## src/rtl/pwm_duty_decoder.sv

```systemverilog
// PWM duty-cycle decoder: measures the high time of a fixed-period PWM input and
// recovers the 8-bit duty word, with frame-length checking, lock and timeout fault.
module pwm_duty_decoder #(
    parameter int PERIOD      = 1026,
    parameter int TOL         = 4,
    parameter int TIMEOUT     = 2048,
    parameter int LOCK_FRAMES = 2
) (
    input  logic       clk,
    input  logic       resetn,
    input  logic       pwm_in,
    output logic [7:0] duty,
    output logic       valid,
    output logic       locked,
    output logic       fault
);

    localparam int              CW         = 12;
    localparam int              GW         = $clog2(LOCK_FRAMES + 1);
    localparam logic [CW-1:0]   CNT_MAX    = '1;
    localparam logic [CW-1:0]   PERIOD_MIN = CW'(PERIOD - TOL);
    localparam logic [CW-1:0]   PERIOD_MAX = CW'(PERIOD + TOL);
    localparam logic [CW-1:0]   TIMEOUT_C  = CW'(TIMEOUT);
    localparam logic [GW-1:0]   LOCK_C     = GW'(LOCK_FRAMES);

    typedef enum logic [1:0] {
        SEEK = 2'd0,
        HIGH = 2'd1,
        LOW  = 2'd2
    } state_t;

    state_t        state;
    state_t        state_next;

    logic          sync_q;
    logic          s;
    logic          s_d;
    logic          rise;
    logic          fall;

    logic [CW-1:0] period_cnt;
    logic [CW-1:0] high_cnt;
    logic [CW-1:0] high_len;
    logic [GW-1:0] good_cnt;
    logic [GW-1:0] good_next;
    logic [CW-1:0] high_len_m1;
    logic [7:0]    duty_calc;

    logic          start;
    logic          close_high;
    logic          eval;
    logic          timeout;
    logic          frame_ok;
    logic          accept;
    logic          reject;

    function automatic logic [CW-1:0] sat_inc(input logic [CW-1:0] v);
        return (v == CNT_MAX) ? v : v + CW'(1);
    endfunction

    // Two-flop synchronizer for the asynchronous input, plus one history flop.
    // NOTE: sequential state uses non-blocking (<=) so every flop samples the
    // pre-edge value of its neighbours; blocking here would collapse the chain.
    always_ff @(posedge clk or negedge resetn) begin
        if (!resetn) begin
            sync_q <= 1'b0;
            s      <= 1'b0;
            s_d    <= 1'b0;
        end else begin
            sync_q <= pwm_in;
            s      <= sync_q;
            s_d    <= s;
        end
    end

    assign rise = s & ~s_d;
    assign fall = ~s & s_d;

    always_ff @(posedge clk or negedge resetn) begin
        if (!resetn) begin
            state <= SEEK;
        end else begin
            state <= state_next;
        end
    end

    // NOTE: every signal written here gets a default first, otherwise paths
    // that skip an assignment would infer latches.
    always_comb begin
        state_next = state;
        start      = 1'b0;
        close_high = 1'b0;
        eval       = 1'b0;
        timeout    = 1'b0;
        case (state)
            SEEK: begin
                if (rise) begin
                    start      = 1'b1;
                    state_next = HIGH;
                end
            end
            HIGH: begin
                if (period_cnt >= TIMEOUT_C) begin
                    timeout    = 1'b1;
                    state_next = SEEK;
                end else if (fall) begin
                    close_high = 1'b1;
                    state_next = LOW;
                end
            end
            LOW: begin
                // A rise on the timeout cycle still closes the frame; the length
                // check rejects it since TIMEOUT exceeds PERIOD+TOL.
                if (rise) begin
                    eval       = 1'b1;
                    start      = 1'b1;
                    state_next = HIGH;
                end else if (period_cnt >= TIMEOUT_C) begin
                    timeout    = 1'b1;
                    state_next = SEEK;
                end
            end
            default: begin
                state_next = SEEK;
            end
        endcase
    end

    assign frame_ok = (period_cnt >= PERIOD_MIN) && (period_cnt <= PERIOD_MAX);
    assign accept   = eval & frame_ok;
    assign reject   = eval & ~frame_ok;

    assign good_next   = (good_cnt >= LOCK_C) ? LOCK_C : good_cnt + GW'(1);
    assign high_len_m1 = high_len - CW'(1);

    always_comb begin
        duty_calc = 8'd0;
        if (high_len == '0) begin
            duty_calc = 8'd0;
        end else if (high_len_m1 > CW'(255)) begin
            duty_calc = 8'hff;
        end else begin
            duty_calc = high_len_m1[7:0];
        end
    end

    // Frame counters: both restart at 1 on the rise that opens a frame, so the
    // rise cycle itself is counted and synchronizer delay cancels out.
    always_ff @(posedge clk or negedge resetn) begin
        if (!resetn) begin
            period_cnt <= '0;
            high_cnt   <= '0;
            high_len   <= '0;
        end else begin
            if (start) begin
                period_cnt <= CW'(1);
                high_cnt   <= CW'(1);
            end else if (state == HIGH || state == LOW) begin
                period_cnt <= sat_inc(period_cnt);
                if (state == HIGH && s) begin
                    high_cnt <= sat_inc(high_cnt);
                end
            end
            if (close_high) begin
                high_len <= high_cnt;
            end
        end
    end

    always_ff @(posedge clk or negedge resetn) begin
        if (!resetn) begin
            duty     <= 8'd0;
            valid    <= 1'b0;
            locked   <= 1'b0;
            fault    <= 1'b0;
            good_cnt <= '0;
        end else begin
            valid <= accept;
            if (accept) begin
                duty     <= duty_calc;
                fault    <= 1'b0;
                good_cnt <= good_next;
                locked   <= (good_next >= LOCK_C);
            end else if (reject || timeout) begin
                good_cnt <= '0;
                locked   <= 1'b0;
                if (timeout) begin
                    fault <= 1'b1;
                end
            end
        end
    end

endmodule

```

## config.mk

```make
export PLATFORM = sky130hd
export DESIGN_NAME = pwm_duty_decoder
export DESIGN_NICKNAME = d
export VERILOG_FILES = /design/src/rtl/pwm_duty_decoder.sv
export SDC_FILE = /design/constraint.sdc
export NUM_CORES = 1
export LEC_CHECK = 0
export CAP_MARGIN = 20
export CORE_MARGIN = 2
export CORE_UTILIZATION = 35
export DETAILED_ROUTE_END_ITERATION = 10
export DONT_BUFFER_PORTS = 1
export GPL_TIMING_DRIVEN = 0
export PLACE_DENSITY_LB_ADDON = 0.12
export SLEW_MARGIN = 10
export SYNTH_ARGS = -nofsm -noshare
export SYNTH_HDL_FRONTEND = slang
export SYNTH_SLANG_ARGS = --single-unit
```

## constraint.sdc

```tcl
create_clock -name clk -period 4.3 [get_ports clk]
set_clock_uncertainty 0.15 [all_clocks]
set_input_delay 0.645 -clock clk [delete_from_list [all_inputs] [get_ports clk]]
set_output_delay 0.645 -clock clk [all_outputs]
set_load 0.01 [all_outputs]
```

==> run metrics <==
Post-Layout Cell Count 378; antenna violations before repair 0; vias in the first global route 1891; post-synthesis xor/xnor area fraction 6.81%; synth unique cells 42; First DRT Iteration DRCs 61; root buf cell clkbuf_8; final hold slack slightly below 30 ps; Avg Inst Size Synth slightly above 10 um^2; Reg2Reg Depth 5; compound-cell area share of the yosys netlist a little over an eighth; commonest cells after routing, fill and taps aside dfrtp_1, nor2_1, nand2_1, o21ai_0, xor2_1; pre-CTS WS 1900 ps; Yosys reg bits between 50 and 60; Bufs on Longest Clock Path 2; Synth Area in Simple Gates roughly a fifth; largest family of logic cells by synthesized area simple AND/OR/NAND/NOR gates; number of port buffers 0; htree depth 2; Antenna Nets Post-Route 0; Final Wtd Congestion approximately 0.74; crit-path max FO 6; IO Count 14; Starting Density around 35%; largest net degree at the start of global routing between 50 and 60; Post-Syn Nets approximately 280; CTS tree built; critical path, cell by cell or4_4, a2111o_1, a21oi_2, o21ai_2, a221o_1; clock sinks 53; Max Slew Vio Count 0; Tcrit/Tclk final ~56%; status complete, no violations; fraction of layout cells with a size suffix above 1 9.06%; Die Footprint roughly 8400 um^2; slew margin rel. between 40% and 50%; startpoint types register; Setup crit end kind register; die width ~92 um; CP max stage delay 560 ps; critical path data arrival time 2450 ps; Final WS setup 1900 ps; core area about 7600 um^2; most common cell after layout, fill and taps aside dfrtp_1; LEAKAGE 1.31 nW; HP Class input port to asynchronous set/reset pin; Cell Area, Synth 2700 um^2; grt total ovfl 0; Synth Area in Adders approximately 3.7%; reg2reg setup slack roughly 1900 ps; Highest Clock Rate 0.417 GHz; crit path kind register to register; post-cts resize count 0; Routed WL per cell ~14 um; Synth-to-Final Area Change 10.0%; Vias 1897; Setup TNS 0 ps; sequential share of the synthesized area about half; cells after synthesis about 270; Post-synth EDFFs 0; Max VDD drop between 0.15 and 0.2 mV; DP HPWL 3.78 mm; first-pass GRT wire length roughly 9.3 mm; Cells after DPL 369; ys async rst share between 90% and 100%; DRC viols 0; Routed WL approximately 5.2 mm; Critical R2R Launch high_len[4]; die span in y approximately 92 um; post-synthesis mux area share between 4 and 5%; worst slew pin tran just under 800 ps; min cycle time layout approximately 2400 ps; data required time of the worst path between 4000 and 5000 ps; Nets 286; First-pass DRT Iterations 4; Rows 32; slowest CP cell or4_4; final setup vio count 0; power density cells 487 nW/um^2; Global Route Usage Sum approximately 14%; Num CTS Buffers 5; Reg clk slew, reported paths around 100 ps; Synth Warn # 0; # diodes 0; Max-Cap Viols 0; Final Hold Viols 0; Top FF cell, synth dfrtp_1; reg-to-reg critical path endpoint duty[5]; Avg Vias per Cell between 5 and 6; Clock Latency Late Sink just over 300 ps; RSZ-0062 raised after global routing false
-- worst max-delay path, delay by kind of cell (launching register included) --
family	cells	cell delay, ps
compound gates	4	1120
flops	1	470
simple gates	1	560
-- per-stage QoR --
step           total power [mW]  instance area, um^2  util, %
3_3_place_gp               1.10                 2830     37.2
2_1_floorplan             0.994                 2700        -
6_report                   1.45                 2970     39.0
3_5_place_dp               1.10                 2830     37.2
4_1_cts                    1.47                 2970     39.0
5_1_grt                    1.57                 2970     39.0
-- cells by family (layout without fill, tap and decap cells) --
| family | Yosys count | count (layout) |
|---|---|---|
| simple gates | 103 | 103 |
| compound gates | 53 | 53 |
| flops | 53 | 53 |
| xor+xnor | 21 | 21 |
| buf+inv | 17 | 26 |
| mux | 12 | 12 |
| fa+ha+maj | 8 | 8 |
-- worst max-delay path by stage --
stage	startpoint	to	slack, ps	depth (start not counted)
5_1_grt	high_len[4]	duty[5]	1780	5
2_1_floorplan	high_len[4]	duty[5]	2070	5
3_5_place_dp	high_len[4]	duty[6]	1900	5
6_report	high_len[4]	duty[5]	1900	5
3_3_place_gp	high_len[4]	duty[6]	1900	5
4_1_cts	high_len[4]	duty[5]	1890	5
-- state kept, by name, summed over array words and instances (netlist names) --
register / cells
fault: 1
period_cnt: 12
duty: 8
s_d: 1
valid: 1
s: 1
state: 2
sync_q: 1
high_cnt: 12
high_len: 12
locked: 1
good_cnt: 1
-- per-layer routing --
metal / part of all wire, % / track usage, % / up-vias
met5: 0 / 0 / -
met4: 1.4 / 4.10 / 0
met3: 2.7 / 3.62 / 6
met2: 44 / 22.0 / 19
met1: 52 / 18.3 / 897
li1: - / - / 975
-- synthesized netlist by cell type (all sizes together) (2+ instances only) --
cell type / n / area, um^2
nand3b: 2 / 15.0
nand4: 6 / 37.5
inv: 12 / 45.0
a221o: 3 / 30.0
a21oi: 12 / 63.8
o2111ai: 2 / 17.5
nor2: 34 / 128
nand3: 11 / 55.1
nor4: 5 / 31.3
and4: 3 / 26.3
clkbuf: 5 / 18.8
a22o: 5 / 43.8
o211ai: 5 / 37.5
xnor2: 8 / 70.1
nand2: 14 / 52.6
nor3: 5 / 25.0
nand2b: 6 / 37.5
xor2: 13 / 114
or3: 6 / 37.5
ha: 8 / 100
o21ai: 16 / 83.8
dfrtp: 53 / 1330
o31ai: 2 / 20.0
and3: 7 / 43.8
mux2: 11 / 124
-- repair_timing --
item / in CTS / in global routing
setup buffers: 0 / 0
hold endpoints to repair: 53 / 0
hold buffers: 1 / 0
-- report_power, final --
group / switching, mW / internal, mW / leakage (nW)
clock: 0.171 / 0.175 / 0.0543
sequential: 0.0615 / 0.552 / 0.718
combinational: 0.293 / 0.194 / 0.536
-- layout make-up --
class,count,area (um^2)
fillers,769,4640
flip-flops and latches,53,1330
multi-input cells,197,1310
well taps,102,128
clock buffers,5,68.8
clock inverters,3,46.3
inverters,12,45.0
repair buffers,1,27.5
plain buffers,5,18.8
Note: power is estimated with default switching activity, not from simulation.
